[src/rtl/c5g_dmaster_packets_to_bytes.sv]
// Packet-to-byte serialiser for the debug master.
// Turns channelised Avalon-ST beats into a flat byte stream with in-band
// markers: SOP 0x7A, EOP 0x7B, CHANNEL 0x7C, ESCAPE 0x7D. Any channel or
// payload byte that collides with a marker goes out as 0x7D, byte ^ 0x20.
module c5g_dmaster_packets_to_bytes #(
  parameter int CHANNEL_WIDTH  = 8,
  parameter bit CHAN_EVERY_SOP = 1'b0
) (
  input  logic                     clk,
  input  logic                     reset,
  output logic                     in_ready,
  input  logic                     in_valid,
  input  logic [7:0]               in_data,
  input  logic                     in_startofpacket,
  input  logic                     in_endofpacket,
  input  logic [CHANNEL_WIDTH-1:0] in_channel,
  input  logic                     out_ready,
  output logic                     out_valid,
  output logic [7:0]               out_data
);

  typedef enum logic [2:0] {
    IDLE, CH_MARK, CH_ESC, CH_BYTE, SOP_MARK, EOP_MARK, D_ESC, D_BYTE
  } state_t;

  state_t     state_reg;
  logic [7:0] data_reg;
  logic [7:0] chan_reg;
  logic       sop_reg;
  logic       eop_reg;
  logic [7:0] last_chan_reg;
  logic       chan_known_reg;

  // True for bytes that collide with one of the four marker codes.
  function automatic logic is_special(input logic [7:0] b);
    return (b >= 8'h7A) && (b <= 8'h7D);
  endfunction

  // First symbol of a beat once the channel group (if any) is out of the way.
  function automatic state_t after_chan(input logic sop, input logic eop,
                                        input logic [7:0] d);
    if (sop)
      return SOP_MARK;
    else if (eop)
      return EOP_MARK;
    else if (is_special(d))
      return D_ESC;
    else
      return D_BYTE;
  endfunction

  logic [7:0] in_chan8;
  logic       chan_needed;
  logic       accept;
  logic       advance;
  state_t     first_state;

  assign in_chan8    = 8'(in_channel);
  assign chan_needed = !chan_known_reg || (in_chan8 != last_chan_reg) ||
                       (CHAN_EVERY_SOP && in_startofpacket);
  assign first_state = chan_needed ? CH_MARK
                                   : after_chan(in_startofpacket, in_endofpacket, in_data);

  // A new beat can be taken while idle, or in the same cycle the last data
  // byte of the current beat is handed off; this keeps mid-packet bytes at
  // one per clock.
  assign in_ready  = (state_reg == IDLE) || ((state_reg == D_BYTE) && out_ready);
  assign out_valid = (state_reg != IDLE);
  assign accept    = in_valid && in_ready;
  assign advance   = out_valid && out_ready;

  // Symbol sequencer: capture beats and walk through the symbols each needs.
  always_ff @(posedge clk or posedge reset) begin
    if (reset) begin
      state_reg      <= IDLE;
      data_reg       <= 8'h00;
      chan_reg       <= 8'h00;
      sop_reg        <= 1'b0;
      eop_reg        <= 1'b0;
      last_chan_reg  <= 8'h00;
      chan_known_reg <= 1'b0;
    end else if (accept) begin
      data_reg  <= in_data;
      chan_reg  <= in_chan8;
      sop_reg   <= in_startofpacket;
      eop_reg   <= in_endofpacket;
      state_reg <= first_state;
      // Channel tracking is updated as the channel marker is scheduled.
      if (chan_needed) begin
        last_chan_reg  <= in_chan8;
        chan_known_reg <= 1'b1;
      end
    end else if (advance) begin
      case (state_reg)
        CH_MARK:  state_reg <= is_special(chan_reg) ? CH_ESC : CH_BYTE;
        CH_ESC:   state_reg <= CH_BYTE;
        CH_BYTE:  state_reg <= after_chan(sop_reg, eop_reg, data_reg);
        SOP_MARK: state_reg <= after_chan(1'b0, eop_reg, data_reg);
        EOP_MARK: state_reg <= after_chan(1'b0, 1'b0, data_reg);
        D_ESC:    state_reg <= D_BYTE;
        default:  state_reg <= IDLE;
      endcase
    end
  end

  // Output byte is a pure function of the state and the held beat, so it
  // cannot change while the downstream stalls.
  always_comb begin
    out_data = 8'h00;
    case (state_reg)
      CH_MARK:       out_data = 8'h7C;
      CH_ESC, D_ESC: out_data = 8'h7D;
      CH_BYTE:       out_data = chan_reg ^ (is_special(chan_reg) ? 8'h20 : 8'h00);
      SOP_MARK:      out_data = 8'h7A;
      EOP_MARK:      out_data = 8'h7B;
      D_BYTE:        out_data = data_reg ^ (is_special(data_reg) ? 8'h20 : 8'h00);
      default:       out_data = 8'h00;
    endcase
  end

endmodule

[config.mk]
export PLATFORM = sky130hd
export DESIGN_NAME = c5g_dmaster_packets_to_bytes
export DESIGN_NICKNAME = d
export VERILOG_FILES = /design/src/rtl/c5g_dmaster_packets_to_bytes.sv
export SDC_FILE = /design/constraint.sdc
export NUM_CORES = 1
export LEC_CHECK = 0
export CAP_MARGIN = 40
export CORE_ASPECT_RATIO = 2
export CORE_MARGIN = 3
export CORE_UTILIZATION = 40
export DETAILED_ROUTE_END_ITERATION = 8
export GPL_TIMING_DRIVEN = 0
export PLACE_DENSITY_LB_ADDON = 0.15
export SLEW_MARGIN = 15
export SYNTH_ARGS = -nofsm -noshare
export SYNTH_HDL_FRONTEND = slang
export SYNTH_SLANG_ARGS = --single-unit
export TNS_END_PERCENT = 5
[constraint.sdc]
create_clock -name clk -period 1.9 [get_ports clk]
set_input_delay 0.19 -clock clk [delete_from_list [all_inputs] [get_ports clk]]
set_output_delay 0.19 -clock clk [all_outputs]
set_load 0.03 [all_outputs]
== After elaboration in Yosys (flattened, before gate mapping) ==
Index checks and enable logic that the tools add are counted.
Word-level totals
  flip-flop bits (word level): 30
  input port bits: 22
  output and inout port bits: 10
  word-level logic and storage cells: 51
Operators by class
  $lt $le $gt $ge: 6
  equal/unequal tests: 8
  multiplexer cells: 14
  bitwise logic cells: 2
  reduce and logical (&&, ||, !) cells: 14
Operators with widths (count)
  8-bit case mux with 6 select lines: 1
  8-bit by 7-bit >= comparator with 1-bit output, second input constant: 3
  8-bit by 7-bit <= comparator with 1-bit output, second input constant: 3
  3-bit case mux with 6 select lines: 1
  8-bit by 6-bit XOR with 8-bit output: 2
  3-bit == test, second input constant: 4
  3-bit 2-to-1 mux: 4
  6-bit 2-to-1 mux: 2
  8-bit != test: 1
  3-bit by 2-bit == test with 1-bit output, second input constant: 2
  1-bit logical AND: 6
  2-bit 2-to-1 mux: 3
  3-bit by 1-bit == test with 1-bit output, second input constant: 1
  3-bit zero test: 1
  1-bit 2-to-1 mux: 3
  3-bit nonzero test: 1
  1-bit logical OR: 2
  2-bit AND reduction: 1
  2-bit nonzero test: 1
  2-bit OR reduction: 1
  1-bit zero test: 1

== Longest topological paths before layout ==
Gate-level depths: netlist of run 1.
  depth after elaboration: 8
  mapped depth: 6
  gate-level depth less buffers: 5

== Least setup slack after synthesis of run 1 ==
Ideal clock, no wire load.
  kind: reg2reg
  start: register state_reg[2]
  end: register chan_reg[0]
  setup time: 0.125 ns
  arrival time: 1.652 ns
  required time: 1.775 ns
  path slack: 0.123 ns
  stages on the path, launching flop included: 7
  buffers on the path: 2
  clock period less this slack: 1.777 ns
  cells stage by stage: dfrtp_1 -> buf_6 -> or3_4 -> o21ai_4 -> nand2_4 -> buf_6 -> mux2_4
Between the ends
  cells in the longest elaborated chain, start to end: 4
  elaborated cells between the ends (all ways): 5
  classes of those cells: 1 x eq/ne; 4 x reduce/logical
Ends and longest elaborated chain
  start: declaration: RTL line 26  | state_t state_reg;
  start signal: assignment: RTL line 87  | state_reg <= first_state;
  start signal: assignment: RTL line 95  | CH_MARK: state_reg <= is_special(chan_reg) ? CH_ESC : CH_BYTE;
  start signal: assignment: RTL line 97  | CH_BYTE: state_reg <= after_chan(sop_reg, eop_reg, data_reg);
  3-bit == test: RTL line 67  | assign in_ready = (state_reg == IDLE) || ((state_reg == D_BYTE) && out_ready);
  1-bit logical AND: RTL line 67
  1-bit logical OR (*): RTL line 67
  named net in_ready: RTL line 11  | output logic in_ready,
  1-bit logical AND (*): RTL line 69  | assign accept = in_valid && in_ready;
  end signal: assignment: RTL line 84  | chan_reg <= in_chan8;
  end: declaration: RTL line 28  | logic [7:0] chan_reg;
The timed path passes the listed nets; every way through them passes the cells marked *.
A chain may end at the register's enable or synchronous reset.

== Final worst setup path of run 1 ==
  start: register chan_reg[7]
  end: output out_data[5]
Between the ends
  cells in the longest elaborated chain, start to end: 5
  elaborated cells between the ends (all ways): 6
  classes of those cells: 2 x order compare; 2 x mux; 1 x bitwise; 1 x reduce/logical
Ends and longest elaborated chain
  8-bit by 7-bit >= comparator with 1-bit output / 8-bit by 7-bit <= comparator with 1-bit output (equally long branches): RTL line 36  | return (b >= 8'h7A) && (b <= 8'h7D);
  1-bit logical AND (*): RTL line 36
  6-bit 2-to-1 mux (*): RTL line 113  | CH_BYTE: out_data = chan_reg ^ (is_special(chan_reg) ? 8'h20 : 8'h00);
  8-bit by 6-bit XOR with 8-bit output (*): RTL line 113
  8-bit case mux with 6 select lines (*): RTL line 110  | case (state_reg)
  end: declaration: RTL line 19  | output logic [7:0] out_data
Every way passes the cells marked *; elsewhere a longest branch is shown, timed or not.

==> results.txt, run 1 <==
Status - complete, but fails checks
Failing checks - setup timing
Top cells by area, synth - dfrtp_1, mux2_4, mux2_2
Placed cells - 233
Leak Pwr - 1.04 nW
Primary FF master, synth - dfrtp_1
Wire per inst - 17.0 µm
Synth async-reset ratio - 100%
Most common cell in the netlist - dfrtp_1
Post-DP HPWL - 3.06 mm
CP peak stage delay - 0.39 ns
Clk slew on worst S/H paths - 0.07 ns
Number of global-route vias before repair - 1359
Share of cells above drive strength 1 - 30.7%
Row Count - 33
Area of the core - 0.00409 mm²
Crit end category - output pin
Final Non-Filler Cells - 241
Worst setup margin - -0.00906 ns
Final setup fails - 2
Final min period - 1.91 ns
Fin util - 55.1%
Total number of vias - 1263
Global-route wire length before repair - 6.49 mm
Post-synthesis sequential area ratio - 44.1%
Synth top cells by count - dfrtp_1, mux2_4, nor2_1, nand2_1, xor2_1
Critical path data required time - 1.71 ns
WL final - 4.10 mm
Actual slew at the worst max-slew pin - 0.508 ns
Peak supply drop - 0.946 mV
Setup TNS - -0.0181 ns
Mapped cell area - 0.00170 mm²
Post-CTS Setup Bufs - 0
Die height - 98.3 µm
Largest net degree at the start of global routing - 21
Gpl congestion - 0.977
Share of the synthesized area in the top cell type - 44.1%
CTS tree - yes
Vias/cell - 5.24
# fillers - 376
Final hold vios - 0
EDFF count, synth - 0
Worst EP arrival - 1.72 ns
Nets - 210
Unrepaired setup endpoints after global routing - true
CTS Buffer Depth - 2
Antenna Nets Post-Route - 0
Fin. max-slew vios - 0
Relative slew slack - 66.1%
Htree depth - 2
Crit start category - flop
Design Power - 0.00396 W
Area leader, netlist - dfrtp_1
Crit Path Category - flop to output pin
Setup slack at placement - -0.276 ns
Period utilisation layout - 100%
Avg Cell Area, Syn - 11.4 µm²
Syn. warnings - 0
Synthesized Nets - 171
Initial antenna violation count - 0
Post-Syn Instances - 149
Root buffer cell - clkbuf_8
Worst skew pair latency - 0.28 ns
Remaining DRCs - 0
Buffers on Ports - 31
Max cap viols - 0
CTS Buf Count - 5
DRT iter0 DRCs - 18
Total track usage - 17.3%
I/O Pins - 32
Diodes inserted - 0
Max Clock Skew - 0.00602 ns
Total die area - 0.00513 mm²
Worst Path Max Fanout - 3
Cell variety after synth - 33
CTS hold repair buffers - 0
Critical path cell sequence - and4b_1 > nand3_1 > a21oi_1 > nor2_1 > o22a_1 > clkdlybuf4s15_2
Max Clock Freq - 524 MHz
Synthesis-to-layout area growth - 32.2%
Initial Utilization - 41.7%
P per Cell Area - 1760 mW/mm²
Clk sinks - 30
Synth Register Bits - 30
GR Overflow Total - 0
Slowest cell on the critical path - dfrtp_1
Hold Path Class - input port to asynchronous set/reset pin
Drt pass-1 iters - 4
Die Wd - 52.2 µm
==> cells in the final DEF, fill, tap and decap left out, types with 3 or more instances in the layout <==
cell type         n
a21oi_1           3
buf_6             3
clkbuf_8          6
clkdlybuf4s15_2   3
clkdlybuf4s50_1  21
dfrtp_1          29
inv_1             4
mux2_4           26
nand2_1          10
nand2b_1          3
nor2_1           17
nor2b_1           3
nor4_1            3
o22a_1            6
xor2_1            9
==> cell families (layout without fill, tap and decap cells) <==
| logic type | after synthesis | in the layout | share of synthesized area, % |
|---|---|---|---|
| multiplexers | 28 | 28 | 22.8 |
| AND/OR/NAND/NOR | 50 | 50 | 14.8 |
| AO/OA/AOI/OAI | 20 | 20 | 9.10 |
| buffers and inverters | 10 | 50 | 3.52 |
| flip-flops | 30 | 30 | 44.1 |
| XOR/XNOR | 11 | 11 | 5.65 |
==> worst max-delay path, delay by kind of cell (launching register included) <==
family	cells	cell delay, ns
DFF	1	0.39
buffers and inverters	1	0.28
and+or+nand+nor	3	0.42
AOI/OAI and AO/OA	2	0.35
==> final cells by class <==
| type | instances | area, µm² | area share [%] |
|---|---|---|---|
| plain buffers | 6 | 56.3 | 2.50 |
| clock buffers | 7 | 86.3 | 3.83 |
| clock inverters | 1 | 5.00 | 0.222 |
| inverters | 4 | 15.0 | 0.666 |
| multi-input cells | 109 | 947 | 42.0 |
| flip-flops and latches | 30 | 752 | 33.4 |
| well taps | 52 | 65.1 | 2.89 |
| repair buffers | 32 | 327 | 14.5 |
==> through the flow <==
stage          cell area, µm²  hold WS [ns]
6_report                 2250         0.231
5_1_grt                  2250         0.266
4_1_cts                  2230         0.243
3_5_place_dp             2110         0.458
3_3_place_gp             2080         0.450
2_1_floorplan            1700         0.281
==> timing repair <==
item / CTS / global route
setup endpoints to repair: 12 / 14
gates resized for setup: 31 / 20
pin swaps: 1 / 3
==> routing by layer <==
layer  share of wire (%)  vias up  global-route usage (%)
li1                    -      603                       -
met1                  38      611                    17.9
met2                  54       34                    29.6
met3                 3.5       15                    3.82
met4                 4.7        0                    11.4
met5                   0        -                       0
==> path summary, 6_finish.rpt <==
path,start,end,slack (ns),cells after the start
max reg2reg,last_chan_reg[2],last_chan_reg[1],-0.009,5
max,chan_reg[7],out_data[5],-0.009,6
min in group clk,chan_known_reg,chan_known_reg,0.48,1
max in group asynchronous,reset,state_reg[0],1.18,3
min,reset,chan_reg[5],0.23,2
min reg2reg,chan_known_reg,chan_known_reg,0.48,1
==> report_power, final <==
part	switching (W)	total, W	internal [W]
logic	0.00108	0.00218	0.00110
clock network	0.000240	0.000532	0.000292
registers	0.000280	0.00124	0.000964
total	0.00160	0.00396	0.00236
Power figures use the tool's default switching activity.
==> run 2: changes to the inputs <==
- REMOVE_ABC_BUFFERS: not set -> 1
==> run 2 against run 1 <==
Effect of this change:
- the flow now finishes without violations
- via count decreased by 1.6%
- highest routed layer unchanged
- clock skew decreased by 0.0032 ns
- worst setup slack improved by 0.058 ns
- first-iteration DRC count increased by 110%
- critical path depth unchanged
- largest power group unchanged
==> results.txt, run 2 (synthesis gave the netlist of run 1 again) <==
Area of the core - 0.00409 mm² (unchanged)
Leak Pwr - 0.975 nW (-5.9%)
Unrepaired setup endpoints after global routing - true
Final setup fails - 0 (-2)
Reg2Reg Setup Slack - 0.11 ns (+0.12 ns)
Vias/cell - 5.27 (+0.50%)
Largest net degree at the start of global routing - 23 (+9.5%)
CTS tree - yes
Crit path max-delay family - flip-flops
Peak supply drop - 0.715 mV (-24%)
Total track usage - 17.2% (-0.074 points)
GR Overflow Total - 0 (unchanged)
Pint - 0.00223 W (-5.3%)
CTS Buf Count - 5 (unchanged)
Clk pwr share - 13.3% (about the same)
Switching share of power - 40.9% (+0.40 points)
Die Wd - 52.2 µm (unchanged)
Relative slew slack - 67.8% (+1.7 points)
Actual slew at the worst max-slew pin - 0.483 ns (-0.0252 ns)
Total die area - 0.00513 mm² (unchanged)
Max Clock Skew - 0.00282 ns (-0.00320 ns)
Met2 WL - 2.05 mm (-6.7%)
Crit end category - output pin
Placed cells - 227 (-2.6%)
Setup slack at placement - -0.216 ns (+0.0606 ns)
Buffers on Ports - 31 (unchanged)
Worst skew pair latency - 0.28 ns (about the same)
WL met3 - 148 µm (+2.1%)
Diodes inserted - 0 (unchanged)
Clk sinks - 30 (unchanged)
CTS Buffer Depth - 2 (unchanged)
CP peak stage delay - 0.40 ns (about the same)
Final Non-Filler Cells - 236 (-2.1%)
Total number of vias - 1243 (-1.6%)
Period utilisation layout - 97.4% (-3.1 points)
I/O Pins - 32 (unchanged)
Worst Path Max Fanout - 3 (unchanged)
Status - finished clean
Row Count - 33 (unchanged)
Post-DP HPWL - 2.79 mm (-9.1%)
Most common cell after layout, fill and taps aside - dfrtp_1
Critical path cell sequence - xor2_1 > nand3_1 > a21oi_2 > nor2_1 > o22a_1 > buf_2
Critical path data required time - 1.71 ns (about the same)
Commonest non-fill, non-tap cells in the layout - dfrtp_1, clkdlybuf4s50_1, mux2_4
DRT iter0 DRCs - 38 (+20)
Sequential Power Share - 34.9% (+3.5 points)
WL final - 3.78 mm (-7.9%)
Max cap viols - 0 (unchanged)
Nets - 207 (-1.4%)
P per Cell Area - 1730 mW/mm² (-1.6%)
CTS hold repair buffers - 0 (unchanged)
Drt pass-1 iters - 4 (unchanged)
Die height - 98.3 µm (unchanged)
Share of cells above drive strength 1 - 28.3% (-2.4 points)
Gpl congestion - 0.826 (-16%)
Wire per inst - 16.0 µm (-5.9%)
Initial Utilization - 41.7% (unchanged)
Crit Path Category - flop to output pin
P_sw - 0.00154 W (-3.7%)
M1 WL - 1.50 mm (-4.1%)
Global-route wire length before repair - 6.51 mm (+0.42%)
Hold Path Class - input port to asynchronous set/reset pin
Slowest cell on the critical path - dfrtp_1
Combinational Power Share - 51.8% (-3.4 points)
Root buffer cell - clkbuf_8
WHS - 0.229 ns (-0.00185 ns)
Top Metal Used - met4
Worst setup margin - 0.0494 ns (+0.0584 ns)
Synthesis-to-layout area growth - 28.1%
Antenna Nets Post-Route - 0 (unchanged)
Clk slew on worst S/H paths - 0.06 ns (about the same)
Fin. max-slew vios - 0 (unchanged)
Final min period - 1.85 ns (-0.0584 ns)
Htree depth - 2 (unchanged)
Buf+Inv Stages, Crit Path - 1 (unchanged)
Worst EP arrival - 1.66 ns (-0.06 ns)
Remaining DRCs - 0 (unchanged)
Initial antenna violation count - 0 (unchanged)
Max Clock Freq - 540 MHz (+3.2%)
Final hold vios - 0 (unchanged)
Design Power - 0.00378 W (-4.7%)
Crit start category - flop
Number of global-route vias before repair - 1328 (-2.3%)
-- run 2: cell count changes in the layout (fill, tap and decap cells not counted), sizes merged --
cell and change:
clkdlybuf4s18 -1, clkdlybuf4s15 -2, clkbuf -4, clkinv -1
dlygate4sd2 +3
-- run 2: layout make-up --
| cell class | instances | area (µm²) |
|---|---|---|
| clock buffers | 6 | 82.6 |
| well taps | 52 | 65.1 |
| fillers | 366 | 1900 |
| multi-input cells | 109 | 927 |
| inverters | 4 | 15.0 |
| flip-flops and latches | 30 | 754 |
| repair buffers | 35 | 339 |
-- run 2: through the flow --
step | util [%] | setup TNS, ns | instance area (µm²)
CTS | 52.9 | -0.121 | 2160
global route | 53.4 | -0.0982 | 2180
global placement | 49.8 | -2.72 | 2030
detailed placement | 50.4 | -3.52 | 2060
finish | 53.4 | 0 | 2180
floorplan | - | -0.425 | 1660
-- run 2: timing repair --
item	4_1_cts	5_1_grt
endpoints found under the hold margin	0	0
buffers inserted	0	3
cloned	0	0
pin swaps	1	1
resized for setup	22	10
endpoints found under the setup margin	34	17
-- run 2: power groups by stage --
stage	Sequential [W]	Combinational (W)	Clock, W
floorplan	0.00122	0.00143	0
global placement	0.00131	0.00193	0
detailed placement	0.00133	0.00197	0
CTS	0.00133	0.00191	0.000528
global route	0.00137	0.00213	0.000541
finish	0.00132	0.00195	0.000503
-- run 2: worst paths after layout --
path                                    endpoint  depth (start not counted)           start
worst max-delay path                 out_data[5]                          6     chan_reg[2]
min in group clk                  chan_known_reg                          1  chan_known_reg
worst max register to register      state_reg[0]                          5    state_reg[2]
max in group asynchronous           state_reg[1]                          3           reset
worst min register to register    chan_known_reg                          1  chan_known_reg
worst min-delay path            last_chan_reg[1]                          2           reset
-- run 2: layer usage --
layer,up-vias,GRT usage [%]
met4,0,7.09
met3,7,4.12
li1,597,-
met2,30,28.3
met1,609,20.9
met5,-,0
